### config.mk
export PLATFORM = sky130hd
export DESIGN_NAME = seven_seg_scan
export DESIGN_NICKNAME = d
export VERILOG_FILES = /design/src/rtl/seven_seg_pkg.sv /design/src/rtl/seven_seg_hex_decode.sv /design/src/rtl/seven_seg_scan.sv
export SDC_FILE = /design/constraint.sdc
export NUM_CORES = 1
export LEC_CHECK = 0
export CAP_MARGIN = 10
export CORE_ASPECT_RATIO = 1.5
export CORE_UTILIZATION = 50
export CTS_CLUSTER_SIZE = 20
export DETAILED_ROUTE_END_ITERATION = 10
export DONT_BUFFER_PORTS = 1
export GPL_ROUTABILITY_DRIVEN = 0
export SLEW_MARGIN = 5
export SYNTH_ARGS = -nofsm -noshare
export SYNTH_HDL_FRONTEND = slang
export SYNTH_SLANG_ARGS = --single-unit
### constraint.sdc
create_clock -name clkin_50 -period 7.4 [get_ports clkin_50]
set_input_delay 0.74 -clock clkin_50 [delete_from_list [all_inputs] [get_ports clkin_50]]
set_output_delay 0.74 -clock clkin_50 [all_outputs]
set_load 0.005 [all_outputs]
### src/rtl/seven_seg_pkg.sv
`default_nettype none
// ---------------------------------------------------------------------------
// seven_seg_pkg : shared types and segment patterns for seven_seg_scan, rev 1.0
// ---------------------------------------------------------------------------
package seven_seg_pkg;

  typedef enum logic [0:0] {
    S_BLANK = 1'b0,
    S_DRIVE = 1'b1
  } state_t;

  // Patterns are {g,f,e,d,c,b,a}, active-high
  localparam logic [6:0] SEG_0   = 7'h3F;
  localparam logic [6:0] SEG_1   = 7'h06;
  localparam logic [6:0] SEG_2   = 7'h5B;
  localparam logic [6:0] SEG_3   = 7'h4F;
  localparam logic [6:0] SEG_4   = 7'h66;
  localparam logic [6:0] SEG_5   = 7'h6D;
  localparam logic [6:0] SEG_6   = 7'h7D;
  localparam logic [6:0] SEG_7   = 7'h07;
  localparam logic [6:0] SEG_8   = 7'h7F;
  localparam logic [6:0] SEG_9   = 7'h6F;
  localparam logic [6:0] SEG_A   = 7'h77;
  localparam logic [6:0] SEG_B   = 7'h7C;
  localparam logic [6:0] SEG_C   = 7'h39;
  localparam logic [6:0] SEG_D   = 7'h5E;
  localparam logic [6:0] SEG_E   = 7'h79;
  localparam logic [6:0] SEG_F   = 7'h71;
  localparam logic [6:0] SEG_OFF = 7'h00;

  function automatic int max_int(input int a, input int b);
    return (a > b) ? a : b;
  endfunction

endpackage
`default_nettype wire

### src/rtl/seven_seg_hex_decode.sv
`default_nettype none
// ---------------------------------------------------------------------------
// seven_seg_hex_decode : hex nibble to active-high 7-segment pattern, rev 1.0
// ---------------------------------------------------------------------------
module seven_seg_hex_decode
  import seven_seg_pkg::*;
(
  input  logic [3:0] nibble,
  output logic [6:0] pattern
);

  always_comb begin
    pattern = SEG_OFF;
    case (nibble)
      4'h0: pattern = SEG_0;
      4'h1: pattern = SEG_1;
      4'h2: pattern = SEG_2;
      4'h3: pattern = SEG_3;
      4'h4: pattern = SEG_4;
      4'h5: pattern = SEG_5;
      4'h6: pattern = SEG_6;
      4'h7: pattern = SEG_7;
      4'h8: pattern = SEG_8;
      4'h9: pattern = SEG_9;
      4'hA: pattern = SEG_A;
      4'hB: pattern = SEG_B;
      4'hC: pattern = SEG_C;
      4'hD: pattern = SEG_D;
      4'hE: pattern = SEG_E;
      4'hF: pattern = SEG_F;
      default: pattern = SEG_OFF;
    endcase
  end

endmodule
`default_nettype wire

### src/rtl/seven_seg_scan.sv
`default_nettype none
// ---------------------------------------------------------------------------
// seven_seg_scan : 4-digit multiplexed 7-segment driver with frame-aligned updates, rev 1.0
// ---------------------------------------------------------------------------
module seven_seg_scan
  import seven_seg_pkg::*;
#(
  parameter int DRIVE_CYCLES = 49000,
  parameter int BLANK_CYCLES = 1000,
  parameter int ACTIVE_LOW   = 1
) (
  input  logic        clkin_50,
  input  logic        cpu_reset,
  input  logic        upd_valid,
  output logic        upd_ready,
  input  logic [15:0] upd_value,
  input  logic [3:0]  upd_dp,
  input  logic [3:0]  upd_blank,
  input  logic        upd_minus,
  output logic        frame_tick,
  output logic [4:1]  seven_seg_sel,
  output logic [6:0]  seven_seg_seg,
  output logic        seven_seg_dp,
  output logic        seven_seg_minus
);

  localparam int MAX_CYCLES = max_int(DRIVE_CYCLES, BLANK_CYCLES);
  localparam int TW         = (MAX_CYCLES > 1) ? $clog2(MAX_CYCLES) : 1;
  localparam logic [TW-1:0] DRIVE_LAST = TW'(DRIVE_CYCLES - 1);
  localparam logic [TW-1:0] BLANK_LAST = TW'(BLANK_CYCLES - 1);
  localparam logic POL = (ACTIVE_LOW != 0);

  logic [15:0]   pending_value;
  logic [3:0]    pending_dp;
  logic [3:0]    pending_blank;
  logic          pending_minus;
  logic          pending_full;

  logic [15:0]   active_value;
  logic [3:0]    active_dp;
  logic [3:0]    active_blank;
  logic          active_minus;

  state_t        state, state_nxt;
  logic [1:0]    digit, digit_nxt;
  logic [TW-1:0] timer, timer_nxt;
  logic          wrap;

  logic [3:0]    nibble_sel;
  logic [6:0]    pattern;
  logic          lit;
  logic [3:0]    sel_nxt;
  logic [6:0]    seg_nxt;
  logic          dp_nxt;

  assign upd_ready = ~pending_full & ~cpu_reset;

  // frame_tick is high exactly in the first BLANK cycle of a frame, so it
  // doubles as the commit strobe: the pending slot can only move then.
  always_ff @(posedge clkin_50 or posedge cpu_reset) begin
    if (cpu_reset) begin
      pending_value <= '0;
      pending_dp    <= '0;
      pending_blank <= '0;
      pending_minus <= 1'b0;
      pending_full  <= 1'b0;
      active_value  <= '0;
      active_dp     <= '0;
      active_blank  <= 4'hF;
      active_minus  <= 1'b0;
    end else if (frame_tick && pending_full) begin
      active_value  <= pending_value;
      active_dp     <= pending_dp;
      active_blank  <= pending_blank;
      active_minus  <= pending_minus;
      pending_full  <= 1'b0;
    end else if (upd_valid && upd_ready) begin
      pending_value <= upd_value;
      pending_dp    <= upd_dp;
      pending_blank <= upd_blank;
      pending_minus <= upd_minus;
      pending_full  <= 1'b1;
    end
  end

  always_ff @(posedge clkin_50 or posedge cpu_reset) begin
    if (cpu_reset) begin
      state      <= S_BLANK;
      digit      <= 2'd0;
      timer      <= '0;
      frame_tick <= 1'b0;
    end else begin
      state      <= state_nxt;
      digit      <= digit_nxt;
      timer      <= timer_nxt;
      frame_tick <= wrap;
    end
  end

  always_comb begin
    state_nxt = state;
    digit_nxt = digit;
    timer_nxt = timer + 1'b1;
    wrap      = 1'b0;
    case (state)
      S_BLANK: begin
        if (timer == BLANK_LAST) begin
          state_nxt = S_DRIVE;
          timer_nxt = '0;
        end
      end
      S_DRIVE: begin
        if (timer == DRIVE_LAST) begin
          state_nxt = S_BLANK;
          timer_nxt = '0;
          digit_nxt = digit + 2'd1;
          wrap      = (digit == 2'd3);
        end
      end
      default: begin
        state_nxt = S_BLANK;
        timer_nxt = '0;
      end
    endcase
  end

  assign nibble_sel = active_value[{digit, 2'b00} +: 4];

  seven_seg_hex_decode u_decode (
    .nibble  (nibble_sel),
    .pattern (pattern)
  );

  // A blanked digit keeps its enable, segments and dp all dark
  always_comb begin
    lit     = (state == S_DRIVE) && !active_blank[digit];
    sel_nxt = 4'b0000;
    seg_nxt = SEG_OFF;
    dp_nxt  = 1'b0;
    if (lit) begin
      sel_nxt = 4'b0001 << digit;
      seg_nxt = pattern;
      dp_nxt  = active_dp[digit];
    end
  end

  always_ff @(posedge clkin_50 or posedge cpu_reset) begin
    if (cpu_reset) begin
      seven_seg_sel   <= {4{POL}};
      seven_seg_seg   <= {7{POL}};
      seven_seg_dp    <= POL;
      seven_seg_minus <= POL;
    end else begin
      seven_seg_sel   <= sel_nxt ^ {4{POL}};
      seven_seg_seg   <= seg_nxt ^ {7{POL}};
      seven_seg_dp    <= dp_nxt ^ POL;
      seven_seg_minus <= active_minus ^ POL;
    end
  end

endmodule
`default_nettype wire

# Yosys cells after proc, flatten, opt, wreduce, memory -nomap -nowiden
# Memories as Yosys holds them, arrays and structs flattened.
# Cells that the tools add are included.
[totals]
reg_bits = 84
romBits = 112
input_bits = 28
out_inout_bits = 15
word_cells = 59
mem_count = 1
[classes]
add_sub_neg = 2
magnitude_cmp = 1
n_eq_ne = 3
shift = 2
mux = 17
bitwise = 9
reduce_logical = 7
[memory_table]
columns = ["memory", "depth", "word_bits", "rd", "rd_clocked_by_memory_dff", "wr", "line", "rtl"]
rows = [
  ["(no name shown)", 16, 7, 1, 0, 0, "seven_seg_hex_decode.sv:14", "case (nibble)"],
]
[op_table]
columns = ["op", "count"]
rows = [
  ["$mux 16", 2],
  ["$pmux 16 s2", 1],
  ["$add 16x1->16 const B", 1],
  ["$eq 16x10->1 const B", 1],
  ["$eq 16x16->1 const B", 1],
  ["$shiftx 16x5->4", 1],
  ["$mux 1", 9],
  ["$mux 7", 1],
  ["$not 7->7", 1],
  ["$not 1->1", 6],
  ["$bmux 1 s2", 2],
  ["$mux 4", 1],
  ["$not 4->4", 1],
  ["$reduce_and 2->1", 2],
  ["$shl 1x2->4 const A", 1],
  ["$logic_and 1x1->1", 3],
  ["$lt 2x3->1 const B", 1],
  ["$add 2x1->2 const B", 1],
  ["$eq 2x2->1 const B", 1],
  ["$pmux 1 s2", 1],
  ["$reduce_bool 2->1", 1],
  ["$and 1x1->1", 1],
  ["$logic_not 1->1", 1],
]

# Longest topological paths before layout
# Gate-level depths: netlist of run 1.
[logic_depth]
ltp_word = 6
mapped_depth = 7
ltp_nobuf = 6

# By module
# Synthesis of run 1 repeated with hierarchy kept, for this count alone.
[unflattened]
hier_cells = 274
hier_area_um2 = 3754.9
[by_module_without_submodules]
columns = ["mod", "instances", "cells_each", "area_per_inst_um2", "seq_area_each_um2"]
rows = [
  ["seven_seg_scan", 1, 241, 3467.1, 2123.3],
  ["seven_seg_hex_decode", 1, 33, 287.8, 0.0],
]

# Least setup slack after synthesis of run 1
# Ideal clock, no wire load.
[synth_path]
path_kind = "input to register"
startpoint = "in cpu_reset"
endpoint = "reg pending_blank[3]"
setup_time_ns = 0.125
arrival_time_ns = 1.997
required_time_ns = 7.275
slack_ns = 5.278
stages = 5
n_path_buf = 2
path_cell_list = "nor2_1 > and2_1 > clkbuf_1 > clkbuf_1 > mux2_2"
[synth_via]
elab_chain_len = 4
[synth_rtl]
columns = ["element", "line", "rtl"]
rows = [
  ["start, declared", "seven_seg_scan.sv:13", "input logic cpu_reset,"],
  ["$not 1->1", "seven_seg_scan.sv:56", "assign upd_ready = ~pending_full & ~cpu_reset;"],
  ["$and 1x1->1", "seven_seg_scan.sv:56", ""],
  ["$logic_and 1x1->1", "seven_seg_scan.sv:77", "end else if (upd_valid && upd_ready) begin"],
  ["$reduce_and 2->1 (no source line)", "-", ""],
  ["end signal, assigned", "seven_seg_scan.sv:80", "pending_blank <= upd_blank;"],
  ["end, declared", "seven_seg_scan.sv:35", "logic [3:0] pending_blank;"],
]
# Every way passes these cells.
# A chain may end at the register's enable or synchronous reset.

# Worst setup path after layout of run 1
[layout_path]
startpoint = "reg digit[0]"
endpoint = "reg seven_seg_seg[3]"
[layout_via]
elab_chain_len = 6
elab_cells_between_ends = 8
cone_classes = "shift: 1; mux: 3; bitwise: 1; reduce/logical: 2; memory: 1"
[layout_rtl]
columns = ["element", "line", "rtl"]
rows = [
  ["start, declared", "seven_seg_scan.sv:45", "logic [1:0] digit, digit_nxt;"],
  ["start signal, assigned", "seven_seg_scan.sv:94", "digit <= digit_nxt;"],
  ["parallel branches: the longest is 4 deep, another holds $mem_v2 16x7", "-", ""],
  ["$mux 7 *", "seven_seg_scan.sv:140", "if (lit) begin"],
  ["$not 7->7 (no source line) *", "-", ""],
  ["end signal, assigned", "seven_seg_scan.sv:150", "seven_seg_seg <= {7{POL}};"],
  ["end signal, assigned", "seven_seg_scan.sv:155", "seven_seg_seg <= seg_nxt ^ {7{POL}};"],
  ["end, declared", "seven_seg_scan.sv:22", "output logic [6:0] seven_seg_seg,"],
]
# Every way passes the cells marked *. The select of a mux whose other input is x is not followed.

==> results of run 1 <==
[final cells by class]
| type | instances | area (µm²) |
|---|---|---|
| fillers | 594 | 3000 |
| well taps | 97 | 121 |
| multi-input cells | 166 | 1460 |
| repair buffers | 1 | 7.51 |
| clock inverters | 4 | 72.6 |
| inverters | 14 | 53.8 |
| flip-flops and latches | 84 | 2120 |
| clock buffers | 12 | 155 |
[where the power goes]
part	internal [µW]	switching, µW	total, µW
logic	53.7	26.1	79.8
registers	529	36.4	566
clock network	208	158	366
total	791	221	1010
[synth_stat cells (2+ instances only)]
| master | n |
|---|---|
| nand2_1 | 15 |
| a21oi_1 | 7 |
| xnor2_1 | 9 |
| inv_1 | 14 |
| or2_2 | 2 |
| and2_1 | 2 |
| nor3_1 | 4 |
| dfstp_2 | 17 |
| xor2_1 | 2 |
| a21bo_2 | 2 |
| mux2i_1 | 2 |
| nand4_1 | 2 |
| o21ai_0 | 5 |
| nand3_1 | 5 |
| mux4_2 | 6 |
| clkbuf_1 | 7 |
| nor2_1 | 14 |
| ha_1 | 11 |
| buf_2 | 2 |
| and4_1 | 2 |
| nor4_1 | 2 |
| and3_1 | 3 |
| nand2b_1 | 2 |
| mux2_2 | 51 |
| o221ai_1 | 4 |
| dfrtp_1 | 67 |
[worst max-delay path, cell delays in order, from the launching register on]
cell and delay (ps):
dfrtp_1 650, mux4_2 570, nor2_1 670, and3_1 270, a31oi_1 50
[sequential cells by signal, indices dropped and copies added, names as in the netlist]
| signal | flops |
|---|---|
| pending_value | 16 |
| active_blank | 4 |
| state | 1 |
| seven_seg_sel | 4 |
| active_minus | 1 |
| pending_blank | 4 |
| active_value | 16 |
| seven_seg_dp | 1 |
| seven_seg_seg | 7 |
| timer | 16 |
| frame_tick | 1 |
| pending_minus | 1 |
| active_dp | 4 |
| pending_full | 1 |
| pending_dp | 4 |
| digit | 2 |
| seven_seg_minus | 1 |
[logic make-up after synthesis]
family | share of synthesized area
compound gates | 0.0388
buf+inv | 0.0252
xor+xnor | 0.0262
simple gates | 0.0954
fa+ha+maj | 0.0375
flops | 0.578
mux | 0.199
[per-stage QoR]
| step | power (µW) | cells | util | area (µm²) | hold slack [ps] |
|---|---|---|---|---|---|
| floorplan | 633 | 274 | - | 3670 | 355 |
| global placement | 653 | 362 | 0.538 | 3760 | 366 |
| detailed placement | 659 | 362 | 0.538 | 3760 | 373 |
| CTS | 1030 | 378 | 0.571 | 3990 | 385 |
| global route | 1060 | 378 | 0.571 | 3990 | 395 |
| finish | 1010 | 378 | 0.571 | 3990 | 382 |
[worst max-delay path by stage]
stage | to | start | cells after the start
floorplan | active_dp[0] | cpu_reset | 1
global placement | pending_value[4] | cpu_reset | 3
detailed placement | pending_minus | cpu_reset | 3
CTS | seven_seg_seg[3] | digit[0] | 4
global route | seven_seg_seg[3] | digit[0] | 4
finish | seven_seg_seg[3] | digit[0] | 4
[per-layer routing]
metal	track usage	up-vias	share of wire
met4	0.102	0	0.019
met3	0.0479	8	0.045
met2	0.271	42	0.50
met5	0	-	0
met1	0.219	997	0.44
li1	-	972	-
==> metrics.csv, run 1 <==
metric,value,unit
status,"finished, final reports clean",
num_io_pins,43,
drt_wl_total,5.84,mm
yosysTopAreaCellShare,0.457,
start_kind,flop,
clkTransAtPathRegs,80,ps
netlist_top_cells_area,"dfrtp_1, mux2_2, dfstp_2",
synth_async_sr_flop_share,1.00,
netlist_area,0.00367,mm²
fin_crit_sh,0.314,
worst_pin_slew,1150,ps
synth_seq_cells,84,
die_x,72.0,µm
portBuffers,0,
setup_viol,0,
synth-edff-count,0,
grt_pass1_wl,10.0,mm
relSlewSlack,0.235,
netlist_instances,274,
cellPowerDensity,254,mW/mm²
syn-num-nets,313,
clk_root_buffer_cell,clkbuf_8,
final.setup.worst_slack,5080,ps
drc_errors,0,
post_cts_buffers,0,
die-area,0.00770,mm²
cts_tree,done,
dp_hpwl,3.92,mm
hold_path.class,flop to flop,
peakVddDrop,0.263,mV
holdPathEnd,seven_seg_minus,
min_period,2320,ps
max-cap-violations,0,
grt_usage,0.175,
crit_type,flop to flop,
synth.distinct_cells,41,
cts_inserted_buffers,9,
synth_warnings,0,
syn-mean-instance-area,13.4,µm²
wl_per_cell,15.5,µm
num_rows,37,
num_antenna_cells,0,
yosysTopAreaCell,dfrtp_1,
antenna_found_initial,0,
leakagePower,0.00170,µW
vias_per_cell,5.34,
clock_path_buffers,2,
cts.sinks,84,
cts_hold_buf,0,
drt_iter0_drc,85,
timing.rr.start,digit[0],
fmax,0.431,GHz
place_ws,5000,ps
hold_start,active_minus,
die_y,107,µm
slew_violations,0,
grt_pass1_vias,2083,
grt_max_degree,85,
finClkSkew,11.9,ps
core_area,0.00699,mm²
postRouteAntennaNets,0,
drt_first_pass_iters,4,
ys_seq_area_frac,0.578,
final_common_cell,dfrtp_1,
final_cell_mix,"dfrtp_1, mux2_2, dfstp_2, nand2_1, nor2_1",
rsz0062_at_grt,false,
reg2reg_slack,5080,ps
synth-main-ff-cell,dfrtp_1,
tns,0,ps
r2r_end,seven_seg_seg[3],
whs_path_depth,1,
htreeDepth,3,
worstSetupEndpointType,flop,
vias,2019,
drive_gt1_frac,0.349,
arrival,2560,ps
nNetsFinal,315,
start_util,0.525,
clock_latency,350,ps
hold_violations,0,
required,7640,ps
cts_resized,0,
area_growth,8.65,%
cp_max_fo,13,
grt-ovfl-total,0,
reg2regPathDepth,4,
Note: power is estimated with default switching activity, not from simulation.
==> run 2, diff against run 1 <==
--- a/config.mk
+++ b/config.mk
@@ -12,6 +12,7 @@
 export DETAILED_ROUTE_END_ITERATION = 10
 export DONT_BUFFER_PORTS = 1
 export GPL_ROUTABILITY_DRIVEN = 0
+export PLACE_DENSITY = 0.68
 export SLEW_MARGIN = 5
 export SYNTH_ARGS = -nofsm -noshare
 export SYNTH_HDL_FRONTEND = slang
==> constraint.sdc (replaced) <==
create_clock -name clkin_50 -period 1.9 [get_ports clkin_50]
set_input_delay 0.19 -clock clkin_50 [delete_from_list [all_inputs] [get_ports clkin_50]]
set_output_delay 0.19 -clock clkin_50 [all_outputs]
set_load 0.005 [all_outputs]
==> run 2 against run 1 <==
Against the previous run: register-to-register slack lost 5000 ps; hold slack got worse by 83 ps; via count up 8.3%; power rose to 4.1 times the previous value; setup slack lost 5000 ps; first-iteration DRC count rose by 31%; clock power rose to 4.2 times the previous value; routed wire length increased by 9.8%; cell count is 12% higher; combinational power rose to 4.7 times the previous value; critical path depth is the same; core utilization grew 6.6 points; largest cell class unchanged; largest power group unchanged.
==> metrics.csv, run 2 (synthesis results as in run 1) <==
metric,value,unit
p_sw_frac,0.210,
cts.sinks,84,
instances_no_fill,422,
cp_max_fo,6,
postRouteAntennaNets,0,
pwr-share-clk,0.374,
hold_violations,0,
vias_per_cell,5.18,
setup_viol,0,
htreeDepth,3,
clock_latency,360,ps
vias,2186,
status,"finished, final reports clean",
multi_input_area,0.00147,mm²
place_area,0.00391,mm²
max-cap-violations,0,
cts_tree,done,
final_common_cell,dfrtp_1,
leakagePower,0.00192,µW
rsz0062_at_grt,true,
die_y,107,µm
grt-ovfl-total,0,
arrival,2120,ps
seq_area,0.00213,mm²
relSlewSlack,0.722,
grt_usage,0.195,
drt_first_pass_iters,4,
start_kind,flop,
drc_errors,0,
area_growth,21.3,%
tns,0,ps
required,2190,ps
drt_wl_total,6.41,mm
num_io_pins,43,
share_comb_of_total_power,0.090,
num_antenna_cells,0,
slew_violations,0,
start_util,0.525,
clock_path_buffers,2,
fmax,0.546,GHz
die-area,0.00770,mm²
fillers,530,
switchingPower,868,µW
grt_pass1_vias,2403,
portBuffers,0,
worstSetupEndpointType,flop,
drt_iter0_drc,111,
grt_max_degree,39,
clk_root_buffer_cell,clkbuf_8,
fin_util,0.637,
drive_gt1_frac,0.372,
final_cell_mix,"dfrtp_1, mux2_2, dlygate4sd3_1, dfstp_2, buf_4",
clkTransAtPathRegs,80,ps
wl_per_cell,15.2,µm
grt_pass1_wl,11.3,mm
peakVddDrop,0.705,mV
hold_path.class,input port to flop,
cellPowerDensity,927,mW/mm²
fin_crit_sh,0.964,
crit_type,flop to flop,
dp_cells,378,
nNetsFinal,359,
min_period,1830,ps
finClkSkew,7.45,ps
worst_pin_slew,416,ps
core_area,0.00699,mm²
dp_hpwl,4.39,mm
cts_inserted_buffers,9,
reg_top3,"active_value (16), pending_value (16), timer (16)",
num_rows,37,
design_area,0.00445,mm²
seq_power_share,0.536,
p_int,3260,µW
antenna_found_initial,0,
die_x,72.0,µm
## run 2: cell count changes in the layout (fill, tap and decap cells not counted)
cell           delta
buf_4            +16
dlygate4sd3_1    +26
dfrtp_1           -2
inv_1             -1
inv_2             +1
dfrtp_2           +2
buf_12            +2
ha_1              -2
bufinv_16         +1
clkinv_2          -1
ha_4              +1
ha_2              +1
## run 2: layer usage
layer | vias to the layer above | GRT usage | part of all wire
met5 | - | 0 | 0
met2 | 45 | 0.317 | 0.50
met3 | 9 | 0.0517 | 0.039
met4 | 0 | 0.0882 | 0.021
met1 | 1073 | 0.243 | 0.44
li1 | 1059 | - | -
## run 2: worst paths after layout
path                         startpoint               end  slack (ps)  depth (start not counted)
setup / recovery               timer[9]         timer[15]          70                          4
hold / removal                upd_valid      pending_full         300                          3
setup reg to reg               timer[9]         timer[15]          70                          4
hold reg to reg            active_minus   seven_seg_minus         380                          1
max in group asynchronous     cpu_reset  seven_seg_seg[6]         980                          3
min in group asynchronous     cpu_reset      active_dp[1]         310                          2
## run 2: layout make-up
class	count	area share
Inverter	14	0.0126
Clock inverter	4	0.0214
Multi-Input combinational cell	166	0.330
Timing Repair Buffer	45	0.0961
Sequential cell	84	0.477
Tap cell	97	0.0273
Clock buffer	12	0.0348
## run 2: timing repair
item / 4_1_cts / 5_1_grt
resized for setup: 1 / 5
hold buffers: 26 / 0
buffers inserted: 0 / 2
setup endpoints to repair: 3 / 6
hold endpoints to repair: 41 / 0
## run 2: critical path, stage by stage (launching register included)
cell	delay, ps
dfrtp_1	390
nand4_1	150
or4_4	550
or4b_1	520
a21oi_1	160
## run 2: per-stage QoR
stage | setup WS, ps | hold WS [ps] | power (µW)
floorplan | 1.09 | 342 | 2470
global placement | 67.9 | 77.0 | 2560
detailed placement | -24.2 | 82.0 | 2580
CTS | 15.3 | 283 | 4180
global route | -2.90 | 310 | 4330
finish | 68.3 | 299 | 4130
## run 2: power groups by stage
stage / sequential, µW / clock, µW / combinational (µW)
after floorplan: 2180 / 0 / 286
after global placement: 2240 / 0 / 317
after detailed placement: 2250 / 0 / 332
after CTS: 2220 / 1590 / 374
after global routing: 2250 / 1660 / 417
final: 2210 / 1540 / 373
==> run 3, diff against run 2 <==
--- a/config.mk
+++ b/config.mk
@@ -12,6 +12,7 @@
 export DETAILED_ROUTE_END_ITERATION = 10
 export DONT_BUFFER_PORTS = 1
 export GPL_ROUTABILITY_DRIVEN = 0
+export MAX_ROUTING_LAYER = met4
 export PLACE_DENSITY = 0.68
 export SLEW_MARGIN = 5
 export SYNTH_ARGS = -nofsm -noshare
==> run 3 against run 2 <==
Against the previous run: sequential share of layout area unchanged; clock power about the same; clock skew rose by 2.0 ps; critical path depth did not move; setup slack better by 0.76 ps; register-to-register slack hardly changed; sequential power is essentially flat; fmax about the same; via count up 0.32%.
==> metrics.csv, run 3 (synthesis results as in run 1) <==
metric,value,unit
setup_viol,0,
seq_power_share,0.536,
grt_pass1_vias,2395,
htreeDepth,3,
reg2regPathDepth,4,
drt_wl_total,6.42,mm
clock_latency,360,ps
drive_gt1_frac,0.372,
worstPathCellList,"nand4_1, or4_4, or4b_1, a21oi_1",
path_delay_family,simple AND/OR/NAND/NOR gates,
vias,2193,
grt-ovfl-total,0,
postRouteAntennaNets,0,
crit_type,flop to flop,
hold_path.class,input port to flop,
fmax,0.546,GHz
place_area,0.00391,mm²
cts_inserted_buffers,9,
max-cap-violations,0,
wl_per_cell,15.2,µm
arrival,2120,ps
cp_max_fo,6,
rsz0062_at_grt,true,
drt_iter0_drc,133,
worst_pin_slew,424,ps
clkTransAtPathRegs,80,ps
die_y,107,µm
share_comb_of_total_power,0.090,
switchingPower,873,µW
portBuffers,0,
whs,299,ps
start_kind,flop,
path_depth,4,
vias_per_cell,5.20,
p_sw_frac,0.211,
grt_pass1_wl,11.3,mm
core_area,0.00699,mm²
drc_errors,0,
num_rows,37,
design_area,0.00445,mm²
fin_util,0.637,
relSlewSlack,0.717,
whs_path_depth,3,
start_util,0.525,
die-area,0.00770,mm²
cts.sinks,84,
antenna_found_initial,0,
cp_slowest_cell,or4_4,
die_x,72.0,µm
drt_first_pass_iters,4,
seq_area,0.00213,mm²
peakVddDrop,0.703,mV
crit_buf_inv,0,
multi_input_area,0.00147,mm²
reg_top3,"active_value (16), pending_value (16), timer (16)",
finClkSkew,9.46,ps
fillers,530,
p_int,3260,µW
fin_crit_sh,0.964,
area_growth,21.3,%
leakagePower,0.00192,µW
pwr-share-clk,0.374,
grt_max_degree,39,
required,2190,ps
final_cell_mix,"dfrtp_1, mux2_2, dlygate4sd3_1, dfstp_2, buf_4",
slowest_delay,540,ps
cts_tree,done,
nNetsFinal,359,
slew_violations,0,
status,"finished, final reports clean",
num_antenna_cells,0,
grt_usage,0.202,
dp_hpwl,4.39,mm
min_period,1830,ps
final_common_cell,dfrtp_1,
clk_root_buffer_cell,clkbuf_8,
hold_violations,0,
cellPowerDensity,928,mW/mm²
num_io_pins,43,
worstSetupEndpointType,flop,
clock_path_buffers,2,
[run 3: through the flow]
step	worst slack, ps	cells	power, µW	setup TNS [ps]
global placement	67.9	378	2560	0
global route	-2.90	422	4330	-2.90
CTS	15.3	420	4180	0
floorplan	1.09	274	2470	0
detailed placement	-24.2	378	2580	-24.2
finish	69.0	422	4130	0
[run 3: layout make-up]
class,count,share of cell area
multi-input cells,166,0.330
clock inverters,4,0.0214
inverters,14,0.0126
flip-flops and latches,84,0.477
repair buffers,45,0.0961
well taps,97,0.0273
clock buffers,12,0.0348
[run 3: power groups by stage]
| stage | clock, µW | combinational, µW | sequential, µW |
|---|---|---|---|
| after floorplan | 0 | 286 | 2180 |
| after global placement | 0 | 317 | 2240 |
| after detailed placement | 0 | 332 | 2250 |
| after CTS | 1590 | 374 | 2220 |
| after global routing | 1660 | 418 | 2250 |
| final | 1550 | 373 | 2210 |
[run 3: per-layer routing]
metal | wire length (µm) | share of wire | GRT usage | vias to the layer above
li1 | - | - | - | 1057
met1 | 2790 | 0.43 | 0.244 | 1078
met2 | 3250 | 0.51 | 0.317 | 49
met3 | 256 | 0.040 | 0.0536 | 9
met4 | 127 | 0.020 | 0.0882 | 0
met5 | 0 | 0 | - | -
[run 3: path summary, 6_finish.rpt]
| check | from | to | slack, ps |
|---|---|---|---|
| max | timer[9] | timer[15] | 70 |
| min | upd_valid | pending_full | 300 |
| max reg2reg | timer[9] | timer[15] | 70 |
| min reg2reg | active_minus | seven_seg_minus | 380 |
| max in group asynchronous | cpu_reset | seven_seg_seg[6] | 970 |
| min in group asynchronous | cpu_reset | active_dp[1] | 310 |
[run 3: tightest hold or removal path, cell delays in order]
cell and delay, ps:
and2_1 140, buf_12 190, a21o_1 100
[run 3: repair_timing]
item                       in CTS  in global routing
gates resized for setup         1                  5
setup endpoints to repair       3                  6
buffers inserted                0                  2
hold buffers                   26                  0
hold endpoints to repair       41                  0
==> variant (config.mk and constraints of run 2) <==
The output `seven_seg_seg` loses its register stage (`seven_seg_seg` becomes a continuous assignment).
--- a/src/rtl/seven_seg_scan.sv
+++ b/src/rtl/seven_seg_scan.sv
@@ -147,17 +147,17 @@
   always_ff @(posedge clkin_50 or posedge cpu_reset) begin
     if (cpu_reset) begin
       seven_seg_sel   <= {4{POL}};
-      seven_seg_seg   <= {7{POL}};
       seven_seg_dp    <= POL;
       seven_seg_minus <= POL;
     end else begin
       seven_seg_sel   <= sel_nxt ^ {4{POL}};
-      seven_seg_seg   <= seg_nxt ^ {7{POL}};
       seven_seg_dp    <= dp_nxt ^ POL;
       seven_seg_minus <= active_minus ^ POL;
     end
   end
 
+  assign seven_seg_seg = seg_nxt ^ {7{POL}};
+
 endmodule
 `default_nettype wire
 
Behaviour: same outputs for any inputs over 10 cycles, from zero or initial values and one cycle with cpu_reset high; that may be too few to reach the edited logic, so the function may still have changed.
==> variant against run 2 <==
- critical path depth rose by 2
- area after synthesis fell by 5.0%
- total power fell by 11%
- worst hold slack better by 27 ps
- setup slack got worse by 430 ps
- sequential cell count down 7
- the run now ends with negative setup slack left
- routed wire length is 0.92% lower
- largest cell class unchanged
- cell area fell by 4.4%
- synthesized cell count down 2.6%
==> variant: results (changes against run 2) <==
status=finished, violations left; failing checks=negative setup slack; first-pass GRT wire length=10,800 µm (-4.1%); Crit Path Max Fanout=5 (-1); Placed Area=3720 µm² (-4.8%); mux cell area share after synthesis=20.9% (+1.0 points); initial detailed-routing violation count=182 (+64%); clk_skew=13.3 ps (+5.86 ps); area occupied by multi-input gates=1530 µm² (+3.8%); final WL=6360 µm (-0.92%); Final setup viols=7 (+7); compound-gate portion of the synthesized area=4.09% (+0.20 points); ClkCell Share=4.79% (-0.83 points); met3 Use GR=3.97% (-1.2 points); worst path arrival time=2070 ps (-50 ps); Clk pwr share=34.3% (-3.1 points); fin worst setup slack=-362 ps (-430 ps); Detail Placement HPWL=4270 µm (-2.6%); GR Util All Layers=19.3% (-0.27 points); Final Net Count=352 (-1.9%); Slew @ Worst Pin=413 ps (-2.46 ps); Seq/Total Area, Yosys=55.6% (-2.2 points); CP peak stage delay=600 ps (+50 ps); fillers=500 (-5.7%); share of layout cells above drive strength 1=38.7% (+1.4 points); met3 routed wirelength=128 µm (-48%); Net Count, Synth=306 (-2.2%); largest net degree at the start of global routing=78 (+100%); post-synthesis xor/xnor area fraction=2.76% (+0.14 points); switching power=903 µW (+4.0%); vias in the first global route=2,272 (-5.5%); Commonest cells post-synth=dfrtp_1 (67), mux2_2 (51), nand2_1 (15); Post-Place Worst Slack=-81.6 ps (-57.4 ps); GR Layer Usage met2=33.4% (+1.6 points); met1 WL=2640 µm (-5.8%)
-- variant: worst paths after layout --
check	start	to	slack, ps	depth (start not counted)
max in group asynchronous	cpu_reset	seven_seg_minus	1110	3
worst min register to register	active_minus	seven_seg_minus	380	1
worst max register to register	timer[8]	timer[15]	20	4
min in group asynchronous	cpu_reset	pending_value[7]	400	3
worst min-delay path	upd_valid	pending_full	330	3
worst max-delay path	digit[0]	seven_seg_seg[3]	-360	6
-- variant: cells by family after synthesis --
family                     count (synthesis)
buffers and inverters                     24
xor gates and xnor gates                  11
muxes                                     59
AOI/OAI and AO/OA                         22
and+or+nand+nor                           63
adders and majority gates                 11
DFF                                       77
-- variant: tightest hold or removal path, delay by kind of cell --
family	cells	cell delay, ps
buffers and inverters	1	200
AO/OA/AOI/OAI	1	100
AND/OR/NAND/NOR	1	150
-- variant: repair_timing --
item,4_1_cts,5_1_grt
cloned,0,0
hold buffers,26,0
buffers inserted,2,3
hold endpoints to repair,92,0
gates resized for setup,4,5
pin swaps,0,4
endpoints found under the setup margin,7,9
